[config.mk]
export PLATFORM = sky130hd
export DESIGN_NAME = logic_gate_pipe
export DESIGN_NICKNAME = d
export VERILOG_FILES = /design/src/rtl/logic_gate_pkg.sv /design/src/rtl/gate_reduce.sv /design/src/rtl/logic_gate_pipe.sv
export SDC_FILE = /design/constraint.sdc
export NUM_CORES = 1
export LEC_CHECK = 0
export ABC_AREA = 1
export CORE_AREA = 2 2 109 111
export DETAILED_ROUTE_END_ITERATION = 10
export DIE_AREA = 0 0 111 113
export GPL_TIMING_DRIVEN = 0
export PLACE_DENSITY = 0.56
export SYNTH_ARGS = -nofsm -noshare
export SYNTH_HDL_FRONTEND = slang
export SYNTH_SLANG_ARGS = --single-unit
[constraint.sdc]
create_clock -name clk -period 3.7 [get_ports clk]
set_clock_uncertainty 0.2 [all_clocks]
set_input_delay 0.555 -clock clk [delete_from_list [all_inputs] [get_ports clk]]
set_output_delay 0.555 -clock clk [all_outputs]
set_load 0.01 [all_outputs]
[src/rtl/logic_gate_pkg.sv]
// logic_gate_pkg: operation encoding shared by the reduction and the pipeline.
// Rev 1.0
`default_nettype none

package logic_gate_pkg;

   localparam int MODE_W = 3;

   typedef enum logic [MODE_W-1:0] {
      MODE_AND  = 3'd0,
      MODE_OR   = 3'd1,
      MODE_XOR  = 3'd2,
      MODE_NAND = 3'd3,
      MODE_NOR  = 3'd4,
      MODE_XNOR = 3'd5,
      MODE_PASS = 3'd6,
      MODE_RSVD = 3'd7
   } gate_mode_e;

   localparam logic [MODE_W-1:0] RESERVED_MODE = MODE_RSVD;

endpackage

`default_nettype wire

[src/rtl/gate_reduce.sv]
// gate_reduce: per-bit AND/OR/XOR family reduction across NUM_IN channels.
// Rev 1.0
`default_nettype none

module gate_reduce
   import logic_gate_pkg::*;
#(
   parameter int WIDTH  = 8,
   parameter int NUM_IN = 4
) (
   input  logic [NUM_IN*WIDTH-1:0] i_data,
   input  logic [MODE_W-1:0]       i_mode,
   output logic [WIDTH-1:0]        o_result,
   output logic                    o_err
);

   logic [WIDTH-1:0] w_and;
   logic [WIDTH-1:0] w_or;
   logic [WIDTH-1:0] w_xor;

   always_comb begin
      w_and = '1;
      w_or  = '0;
      w_xor = '0;
      for (int k = 0; k < NUM_IN; k++) begin
         w_and = w_and & i_data[k*WIDTH +: WIDTH];
         w_or  = w_or  | i_data[k*WIDTH +: WIDTH];
         w_xor = w_xor ^ i_data[k*WIDTH +: WIDTH];
      end
   end

   // The reserved encoding yields a zero result flagged as an error.
   always_comb begin
      o_result = '0;
      o_err    = 1'b0;
      case (gate_mode_e'(i_mode))
         MODE_AND:  o_result = w_and;
         MODE_OR:   o_result = w_or;
         MODE_XOR:  o_result = w_xor;
         MODE_NAND: o_result = ~w_and;
         MODE_NOR:  o_result = ~w_or;
         MODE_XNOR: o_result = ~w_xor;
         MODE_PASS: o_result = i_data[WIDTH-1:0];
         default: begin
            o_result = '0;
            o_err    = 1'b1;
         end
      endcase
   end

endmodule

`default_nettype wire

[src/rtl/logic_gate_pipe.sv]
// logic_gate_pipe: two-stage valid/ready pipeline around gate_reduce with a
// saturating output-transfer counter. Rev 1.0
`default_nettype none

module logic_gate_pipe
   import logic_gate_pkg::*;
#(
   parameter int WIDTH  = 8,
   parameter int NUM_IN = 4,
   parameter int CNT_W  = 16
) (
   input  logic                    clk,
   input  logic                    rst_n,
   input  logic [NUM_IN*WIDTH-1:0] i_in_data,
   input  logic [MODE_W-1:0]       i_mode,
   input  logic                    i_in_valid,
   output logic                    o_in_ready,
   output logic [WIDTH-1:0]        o_out_data,
   output logic                    o_out_err,
   output logic                    o_out_valid,
   input  logic                    i_out_ready,
   input  logic                    i_cnt_clr,
   output logic [CNT_W-1:0]        o_txn_cnt
);

   logic                    r_s1_valid;
   logic [NUM_IN*WIDTH-1:0] r_s1_data;
   logic [MODE_W-1:0]       r_s1_mode;
   logic                    r_s2_valid;
   logic [WIDTH-1:0]        r_s2_data;
   logic                    r_s2_err;
   logic [CNT_W-1:0]        r_txn_cnt;

   logic [WIDTH-1:0]        w_result;
   logic                    w_err;
   logic                    w_s2_load;
   logic                    w_s1_load;
   logic                    w_out_xfer;

   gate_reduce #(
      .WIDTH  (WIDTH),
      .NUM_IN (NUM_IN)
   ) u_reduce (
      .i_data   (r_s1_data),
      .i_mode   (r_s1_mode),
      .o_result (w_result),
      .o_err    (w_err)
   );

   // S1 may load whenever S2 can make room, so ready never looks at i_in_valid.
   assign w_s2_load  = !r_s2_valid || i_out_ready;
   assign w_s1_load  = !r_s1_valid || w_s2_load;
   assign w_out_xfer = r_s2_valid && i_out_ready;

   assign o_in_ready  = w_s1_load;
   assign o_out_valid = r_s2_valid;
   assign o_out_data  = r_s2_data;
   assign o_out_err   = r_s2_err;
   assign o_txn_cnt   = r_txn_cnt;

   always_ff @(posedge clk or negedge rst_n) begin
      if (!rst_n) begin
         r_s1_valid <= 1'b0;
         r_s1_data  <= '0;
         r_s1_mode  <= '0;
      end else if (w_s1_load) begin
         r_s1_valid <= i_in_valid;
         if (i_in_valid) begin
            r_s1_data <= i_in_data;
            r_s1_mode <= i_mode;
         end
      end
   end

   always_ff @(posedge clk or negedge rst_n) begin
      if (!rst_n) begin
         r_s2_valid <= 1'b0;
         r_s2_data  <= '0;
         r_s2_err   <= 1'b0;
      end else if (w_s2_load) begin
         r_s2_valid <= r_s1_valid;
         if (r_s1_valid) begin
            r_s2_data <= w_result;
            r_s2_err  <= w_err;
         end
      end
   end

   always_ff @(posedge clk or negedge rst_n) begin
      if (!rst_n) begin
         r_txn_cnt <= '0;
      end else if (i_cnt_clr) begin
         r_txn_cnt <= '0;
      end else if (w_out_xfer && (r_txn_cnt != '1)) begin
         r_txn_cnt <= r_txn_cnt + 1'b1;
      end
   end

endmodule

`default_nettype wire

Word-level counts from Yosys, hierarchy flattened
Cells that the tools add are included.
{"block": "totals", "inputBits": 40, "register_bits": 62, "output_inout_bits": 27}
{"block": "op_classes", "n_eq_ne": 7, "reduce_logical": 11, "n_bitwise": 12, "add_sub_neg": 1, "muxes": 4}
{"cell": "case mux 8 bit (7 select lines)", "count": 1}
{"cell": "2-to-1 mux 16 bit", "count": 2}
{"cell": "bitwise AND 8 bit", "count": 3}
{"cell": "NOT 8 bit", "count": 3}
{"cell": "bitwise OR 8 bit", "count": 3}
{"cell": "bitwise XOR 8 bit", "count": 3}
{"cell": "adder 16 x 1 -> 16 bit, second input constant", "count": 1}
{"cell": "!= test 16 bit, second input constant", "count": 1}
{"cell": "== test 3 bit, second input constant", "count": 3}
{"cell": "OR reduction 7 bit", "count": 1}
{"cell": "== test 3 x 2 -> 1 bit, second input constant", "count": 2}
{"cell": "AND reduction 2 bit", "count": 2}
{"cell": "== test 3 x 1 -> 1 bit, second input constant", "count": 1}
{"cell": "zero test 3 bit", "count": 1}
{"cell": "logical AND 1 bit", "count": 2}
{"cell": "zero test 1 bit", "count": 2}
{"cell": "logical OR 1 bit", "count": 2}
{"cell": "nonzero test 2 bit", "count": 1}
{"cell": "2-to-1 mux 1 bit", "count": 1}

Depth between registers and ports, before layout
Gate-level depths: netlist of the first run.
{"block": "depth", "word_depth": 5, "mapped_depth": 13}

Modules after synthesis
From an unflattened synthesis of the first run, not the netlist that was laid out.
{"block": "hier_totals", "hier_cells": 513, "hier_area_um2": 3945.0}
{"module": "logic_gate_pipe", "cells_each": 264, "instances": 1, "area_each_um2": 2768.9, "seq_area_each_um2": 1551.5}
{"module": "gate_reduce", "cells_each": 249, "instances": 1, "area_each_um2": 1176.1, "seq_area_each_um2": 0.0}

Least setup slack after synthesis of the first run
OpenSTA, ideal clock, no wires.
{"block": "synth_path", "kind": "reg2reg", "startpoint": "register r_txn_cnt[0], in the netlist o_txn_cnt[0]", "endpoint": "register r_txn_cnt[0], in the netlist o_txn_cnt[0]", "path_buffers": 1, "stages_incl_launch_ff": 10, "setup_ns": 0.077, "arrival_time_ns": 1.478, "slack_ns": 1.945, "cell_sequence": "dfrtp_1 -> ha_1 -> inv_2 -> nor2_4 -> nand2_2 -> nor2_4 -> nor2_2 -> buf_2 -> nand3_1 -> o21ai_1"}
{"block": "synth_via", "elab_chain_cells": 3, "word_cells_on_any_way": 6}
{"element": "from (decl)", "line_no": "logic_gate_pipe.sv:32", "source": "logic [CNT_W-1:0] r_txn_cnt;"}
{"element": "from (signal assigned)", "line_no": "logic_gate_pipe.sv:95", "source": "r_txn_cnt <= r_txn_cnt + 1'b1;"}
{"element": "adder 16 x 1 -> 16 bit / != test 16 bit (equally long branches)", "line_no": "logic_gate_pipe.sv:95, logic_gate_pipe.sv:94"}
{"element": "2-to-1 mux 16 bit / logical AND 1 bit (equally long branches)", "line_no": "logic_gate_pipe.sv:94", "source": "end else if (w_out_xfer && (r_txn_cnt != '1)) begin"}
{"element": "2-to-1 mux 16 bit / nonzero test 2 bit (equally long branches)"}
Several ways; a longest one is shown, not always the timed one. The select of a mux whose other input is x is not followed.
A chain may end at the register's enable or synchronous reset.

Worst setup path after layout of the first run
{"block": "layout_path", "startpoint": "input i_out_ready", "endpoint": "output o_in_ready"}
{"block": "layout_via", "elab_chain_cells": 2}
{"element": "from (decl)", "line_no": "logic_gate_pipe.sv:21", "source": "input logic i_out_ready,"}
{"element": "logical OR 1 bit", "line_no": "logic_gate_pipe.sv:51", "source": "assign w_s2_load = !r_s2_valid || i_out_ready;"}
{"element": "logical OR 1 bit", "line_no": "logic_gate_pipe.sv:52", "source": "assign w_s1_load = !r_s1_valid || w_s2_load;"}
{"element": "to (decl)", "line_no": "logic_gate_pipe.sv:17", "source": "output logic o_in_ready,"}
Every way passes these cells.

==> results.toml, run 1 <==
[yosys]
synth_compound_area_frac = 0.07447
synth.distinct_cells = 25
synth-xor-area-share = 0.01396
synth_fa_ha_area_frac = 0.05652
ys_seq_area_frac = 0.4122
avgSynthCellArea_um2 = 6.906
netlist_area_um2 = 3764
synthCells = 545
yosys-mux-area-fraction = 0
yosys.area_share.simple = 0.3607
ys_ff_latch = 62
synth_fp_nets = 602
yosysWarnings = 0
synth_top_family_by_area = "simple AND/OR/NAND/NOR gates"

[place]
gp_congestion = 0.9181
post-place-ws_ps = 1127
portBuffers = 66
placed_area_um2 = 4601
dp_hpwl_mm = 7.412

[power]
p_leak_nw = 2.458
comb_power_share = 0.272
power_switching_mw = 0.7488
clkPwrFrac = 0.357
irDropWorstVdd_uv = 170.5
pwr-share-seq = 0.371
cellPowerDensity_nw_per_um2 = 477.0
cell_internal_pwr_mw = 1.584
swShare = 0.3210

[clocking]
cts.sinks = 62
clk_latency_ps = 330
cts_hold_buf = 0
root_buffer = "clkbuf_16"
cts_buffer_depth = 2
cts_tree = "done"
cts_setup_buffers = 0
cts_max_level = 3
clkTransAtPathRegs_ps = 50
cts_resized = 0
cts_buffers = 9

[critical_path]
r2r-start = "o_txn_cnt[0]"
r2r_cells = 9
cp_data_arrival_time_ps = 1810
worstPathRequired_ps = 2940
start_kind = "input port"
reg2reg_to = "o_txn_cnt[0]"
cp_max_fo = 3
rrSetupSlack_ps = 1730
worstSetupEndpointType = "output port"
path_class = "in2out"

[floorplan]
initial_core_util = 0.3339
fp.dieW_um = 111
fp-row-count = 39
boundaryPins = 67
dieHeight_um = 113
core_area_um2 = 11270
dieArea_um2 = 12540

[drt]
ant_nets = 0
wire_per_inst_um = 13.37
drc_errors = 0
vias = 3590
first_pass_iters = 4
wirelength_mm = 10.28
viasPerCell = 4.668
drt-initial-drc-count = 132

[timing]
final-setup-viol-count = 0
drv_slew = 0
setup_ws_ps = 1139
rsz0062_at_grt = "no"
worst_slew_pin_slew_ps = 811.3
hold_viol_final = 0
slew_headroom = 0.4591
finalSetupTns_ps = 0
min_period_over_period = 0.6921
post-route-min-period_ps = 2561
max_freq_mhz = 390.5

[finish]
area_delta_synth_final_pct = 29.95
drive_gt1_frac = 0.05591
fillers = 1178
nets = 679
diodes = 0
final_cell_area_um2 = 4891

[global_route]
grt_pass1_vias = 3563
antenna_found_initial = 0
track_usage = 0.1761
grt_overflow = 0
grt_first_pass_wirelength_mm = 17.28
grt_max_degree = 63

[min_path]
min_path_type = "in2async"

[run_status]
status = "finished, final reports clean"

[run]
max-cap-violations = 0
-- cells in the final DEF (no fill, tap or decap) --
cell type / instances
a21oi_1: 36
buf_1: 1
buf_2: 1
buf_4: 1
buf_6: 1
bufinv_16: 1
clkbuf_1: 9
clkbuf_16: 9
clkbuf_8: 1
clkdlybuf4s50_1: 65
clkinv_1: 2
clkinv_2: 2
clkinvlp_4: 1
dfrtp_1: 62
ha_1: 17
inv_1: 59
inv_2: 8
nand2_1: 189
nand2_2: 2
nand3_1: 50
nand4_1: 9
nor2_1: 68
nor2_2: 4
nor2_4: 3
nor3_1: 1
nor3_2: 1
o21ai_0: 7
o21ai_1: 4
o21bai_1: 5
o31ai_1: 1
xnor2_1: 1
xor2_1: 5
-- per-layer routing --
metal,wire (µm),vias up,GRT usage
li1,-,1864,-
met5,0,-,0
met4,163,0,0.06250
met1,4448,1633,0.2074
met2,5104,79,0.3186
met3,562,14,0.03696
-- state kept, by name (all words and copies together), names as in the netlist --
register     count
o_out_data       8
o_out_err        1
o_out_valid      1
o_txn_cnt       16
r_s1_data       32
r_s1_mode        3
r_s1_valid       1
-- metrics by stage --
| stage | power (mW) | util | hold slack [ps] | instances |
|---|---|---|---|---|
| 2_1_floorplan | 1.237 | - | 59.41 | 545 |
| 3_3_place_gp | 1.503 | 0.4084 | 279.4 | 754 |
| 3_5_place_dp | 1.516 | 0.4081 | 269.9 | 754 |
| 4_1_cts | 2.362 | 0.4339 | 153.6 | 769 |
| 5_1_grt | 2.497 | 0.4339 | 185.0 | 769 |
| 6_report | 2.333 | 0.4339 | 108.3 | 769 |
-- cell families after synthesis --
group,after synthesis
XOR/XNOR,6
adder cells (fa/ha/maj),17
buffers and inverters,80
flip-flops,62
AND/OR/NAND/NOR,327
AO/OA/AOI/OAI,53
-- cells in the mapped netlist (all sizes together) --
library cell  number  area (µm²)
nor3               2       15.01
nand4              9       56.30
nor2              75       314.0
dfrtp             62        1551
nand2            191       721.9
o21ai             11       55.05
a21oi             36       180.2
xor2               5       43.79
o31ai              1       7.510
nand3             50       250.2
xnor2              1       8.760
clkinv             2       7.510
clkbuf             8       30.03
ha                17       212.7
o21bai             5       37.54
inv               67       251.5
buf                3       20.01
-- power by group through the flow --
stage	sequential [mW]	combinational (mW)	clock [mW]
after global routing	0.880	0.727	0.890
final	0.865	0.634	0.834
after floorplan	0.876	0.361	0
after global placement	0.875	0.629	0
after CTS	0.867	0.642	0.853
after detailed placement	0.877	0.639	0
-- worst max-delay path by stage --
stage	start	endpoint	slack, ps
global route	i_out_ready	o_in_ready	1060
floorplan	o_txn_cnt[0]	o_txn_cnt[0]	1950
CTS	i_out_ready	o_in_ready	1120
finish	i_out_ready	o_in_ready	1140
global placement	rst_n	r_s1_data[13]	-280
detailed placement	i_out_ready	o_in_ready	1130
-- final cells by class --
cell class / count / area [µm²] / share of cell area
Clock inverter: 4 / 47.55 / 0.009721
Timing Repair Buffer: 66 / 658.1 / 0.1346
Sequential cell: 62 / 1551 / 0.3172
Buffer: 11 / 50.05 / 0.01023
Tap cell: 143 / 178.9 / 0.03658
Clock buffer: 11 / 242.7 / 0.04963
Inverter: 69 / 259.0 / 0.05295
Multi-Input combinational cell: 403 / 1903 / 0.3891
-- worst max-delay path: stages --
cell and delay [ps]:
clkdlybuf4s50_1 490, inv_1 60, nand3_1 130, clkdlybuf4s50_1 560
Note: power is estimated with default switching activity, not from simulation.
==> run 2, diff against run 1 <==
==> constraint.sdc (replaced) <==
create_clock -name clk -period 2.5 [get_ports clk]
set_clock_uncertainty 0.2 [all_clocks]
set_input_delay 0.375 -clock clk [delete_from_list [all_inputs] [get_ports clk]]
set_output_delay 0.375 -clock clk [all_outputs]
set_load 0.01 [all_outputs]
==> run 2 against run 1 <==
  * Worst hold slack better by 180 ps
  * Die area stayed put
  * Critical path depth stayed put
  * Count of clock-buffer cells in the layout stayed put
  * Utilization is 0.089 points higher
  * Global-route usage stayed put
  * Clock power is 49% higher
  * Via count is 0.25% lower
  * Worst setup slack worse by 840 ps
  * Register-to-register slack worse by 1200 ps
  * Total power is 48% higher
  * Wire length is 0.18% lower
  * Critical path type unchanged
  * Largest power group unchanged
==> results.toml, run 2 (synthesized netlist as in run 1, its figures left out) <==
[clocking]
clkTransAtPathRegs_ps = 50
cts_buffers = 9
clk_latency_ps = 330
cts_setup_buffers = 0
cts_max_level = 3
cts_tree = "done"
cts_buffer_depth = 2
cts.sinks = 62
root_buffer = "clkbuf_16"

[timing]
min_period_over_period = 0.8803
hold_viol_final = 0
drv_slew = 0
worst_slew_pin_slew_ps = 810.0
hold_slack_ps = 284.6
final-setup-viol-count = 0
post-route-min-period_ps = 2201
rsz0062_at_grt = "no"
max_freq_mhz = 454.4
slew_headroom = 0.4600

[drt]
viasPerCell = 4.651
drc_errors = 0
ant_nets = 0
drt-initial-drc-count = 155
wire_per_inst_um = 13.32
first_pass_iters = 4
wirelength_mm = 10.26
vias = 3581

[critical_path]
critical-path-slowest-cell = "clkdlybuf4s50_1"
path_buf_inv = 3
cp_data_arrival_time_ps = 1630
worstPathRequired_ps = 1920
crit_family = "buffers and inverters"
worstSetupEndpointType = "output port"
start_kind = "input port"
max_stage_delay_ps = 560
path_class = "in2out"
path_common_cell = "clkdlybuf4s50_1"
cp_max_fo = 3
cp_cell_sequence = "clkdlybuf4s50_1, inv_1, nand3_1, clkdlybuf4s50_1"

[floorplan]
fp.dieW_um = 111
fp-row-count = 39
dieHeight_um = 113
boundaryPins = 67
core_area_um2 = 11270
initial_core_util = 0.3339
dieArea_um2 = 12540

[finish]
diodes = 0
top_register = "r_s1_data"
nets = 680
area_delta_synth_final_pct = 30.22
final_cell_mix = "nand2_1 (189), nor2_1 (68), clkdlybuf4s50_1 (65), dfrtp_1 (62), inv_1 (59)"
final_common_cell = "nand2_1"
largest_reg_flops = 32
final_util = 0.4348
drive_gt1_frac = 0.05582

[global_route]
track_usage = 0.1761
grt_pass1_vias = 3563
antenna_found_initial = 0
grt_max_degree = 63
grt_first_pass_wirelength_mm = 17.28
grt_overflow = 0

[min_path]
min_path_type = "reg2reg"

[place]
dp_hpwl_mm = 7.412
gp_congestion = 0.9181
portBuffers = 66

[power]
p_leak_nw = 2.462
pwr-share-seq = 0.371
clkPwrFrac = 0.358
cell_internal_pwr_mw = 2.346
power_switching_mw = 1.109
irDropWorstVdd_uv = 252.5
swShare = 0.3211
cellPowerDensity_nw_per_um2 = 705.0
comb_power_share = 0.272

[run_status]
status = "finished, final reports clean"

[run]
max-cap-violations = 0
==> run 2: cell types whose count changed in the layout (fill, tap and decap cells not counted) <==
| cell | previous run | this run |
|---|---|---|
| dlygate4sd3_1 | 0 | 1 |
==> run 2: final timing paths <==
| kind | startpoint | endpoint | slack, ps | cells past startpoint |
|---|---|---|---|---|
| max | i_out_ready | o_in_ready | 300 | 4 |
| min | o_out_data[4] | o_out_data[4] | 280 | 2 |
| max reg2reg | o_txn_cnt[0] | o_txn_cnt[0] | 530 | 9 |
| min reg2reg | o_out_data[4] | o_out_data[4] | 280 | 2 |
| max in group asynchronous | rst_n | r_s1_data[21] | 1090 | 2 |
| min in group asynchronous | rst_n | o_txn_cnt[4] | 470 | 2 |
==> run 2: layout make-up <==
class	count	area (µm²)
clock buffer	11	242.7
timing repair buffer	67	668.1
buffer	11	50.05
sequential	62	1551
multi-input combinational	403	1903
inverter	69	259.0
tap	143	178.9
clock inverter	4	47.55
fill	1177	6371
==> run 2: worst register-to-register path, stage by stage, from the launching register on <==
cell and delay, ps:
dfrtp_1 420, ha_1 280, inv_2 90, nor2_4 40
nand2_2 130, nor2_4 60, nor2_2 200, buf_2 270
nand3_1 90, o21ai_1 100
==> run 2: through the flow <==
step                      TNS (ps)  power [mW]  setup WS [ps]  area [µm²]  instances
after floorplan                  0       1.830          745.1        3764        545
after global placement      -80020       2.225          -1296        4603        754
after detailed placement         0       2.244          124.0        4601        754
after CTS                        0       3.497          278.9        4901        770
after global routing             0       3.697          222.1        4901        770
final                            0       3.455          299.2        4901        770
==> run 2: power by group through the flow <==
stage | Sequential, mW | Combinational, mW | Clock [mW]
finish | 1.28 | 0.939 | 1.24
global placement | 1.29 | 0.930 | 0
global route | 1.30 | 1.08 | 1.32
CTS | 1.28 | 0.951 | 1.26
detailed placement | 1.30 | 0.946 | 0
floorplan | 1.30 | 0.534 | 0
==> run 2: routing by layer <==
layer / part of all wire / up-vias / GRT usage
li1: - / 1866 / -
met1: 0.44 / 1622 / 0.2074
met2: 0.50 / 79 / 0.3186
met3: 0.050 / 14 / 0.03696
met4: 0.016 / 0 / 0.06250
met5: 0 / - / 0
==> run 2: timing repair <==
item | in CTS | in global routing
hold buffers | 1 | 0
hold endpoints to repair | 62 | 0
gates resized for setup | 0 | 0
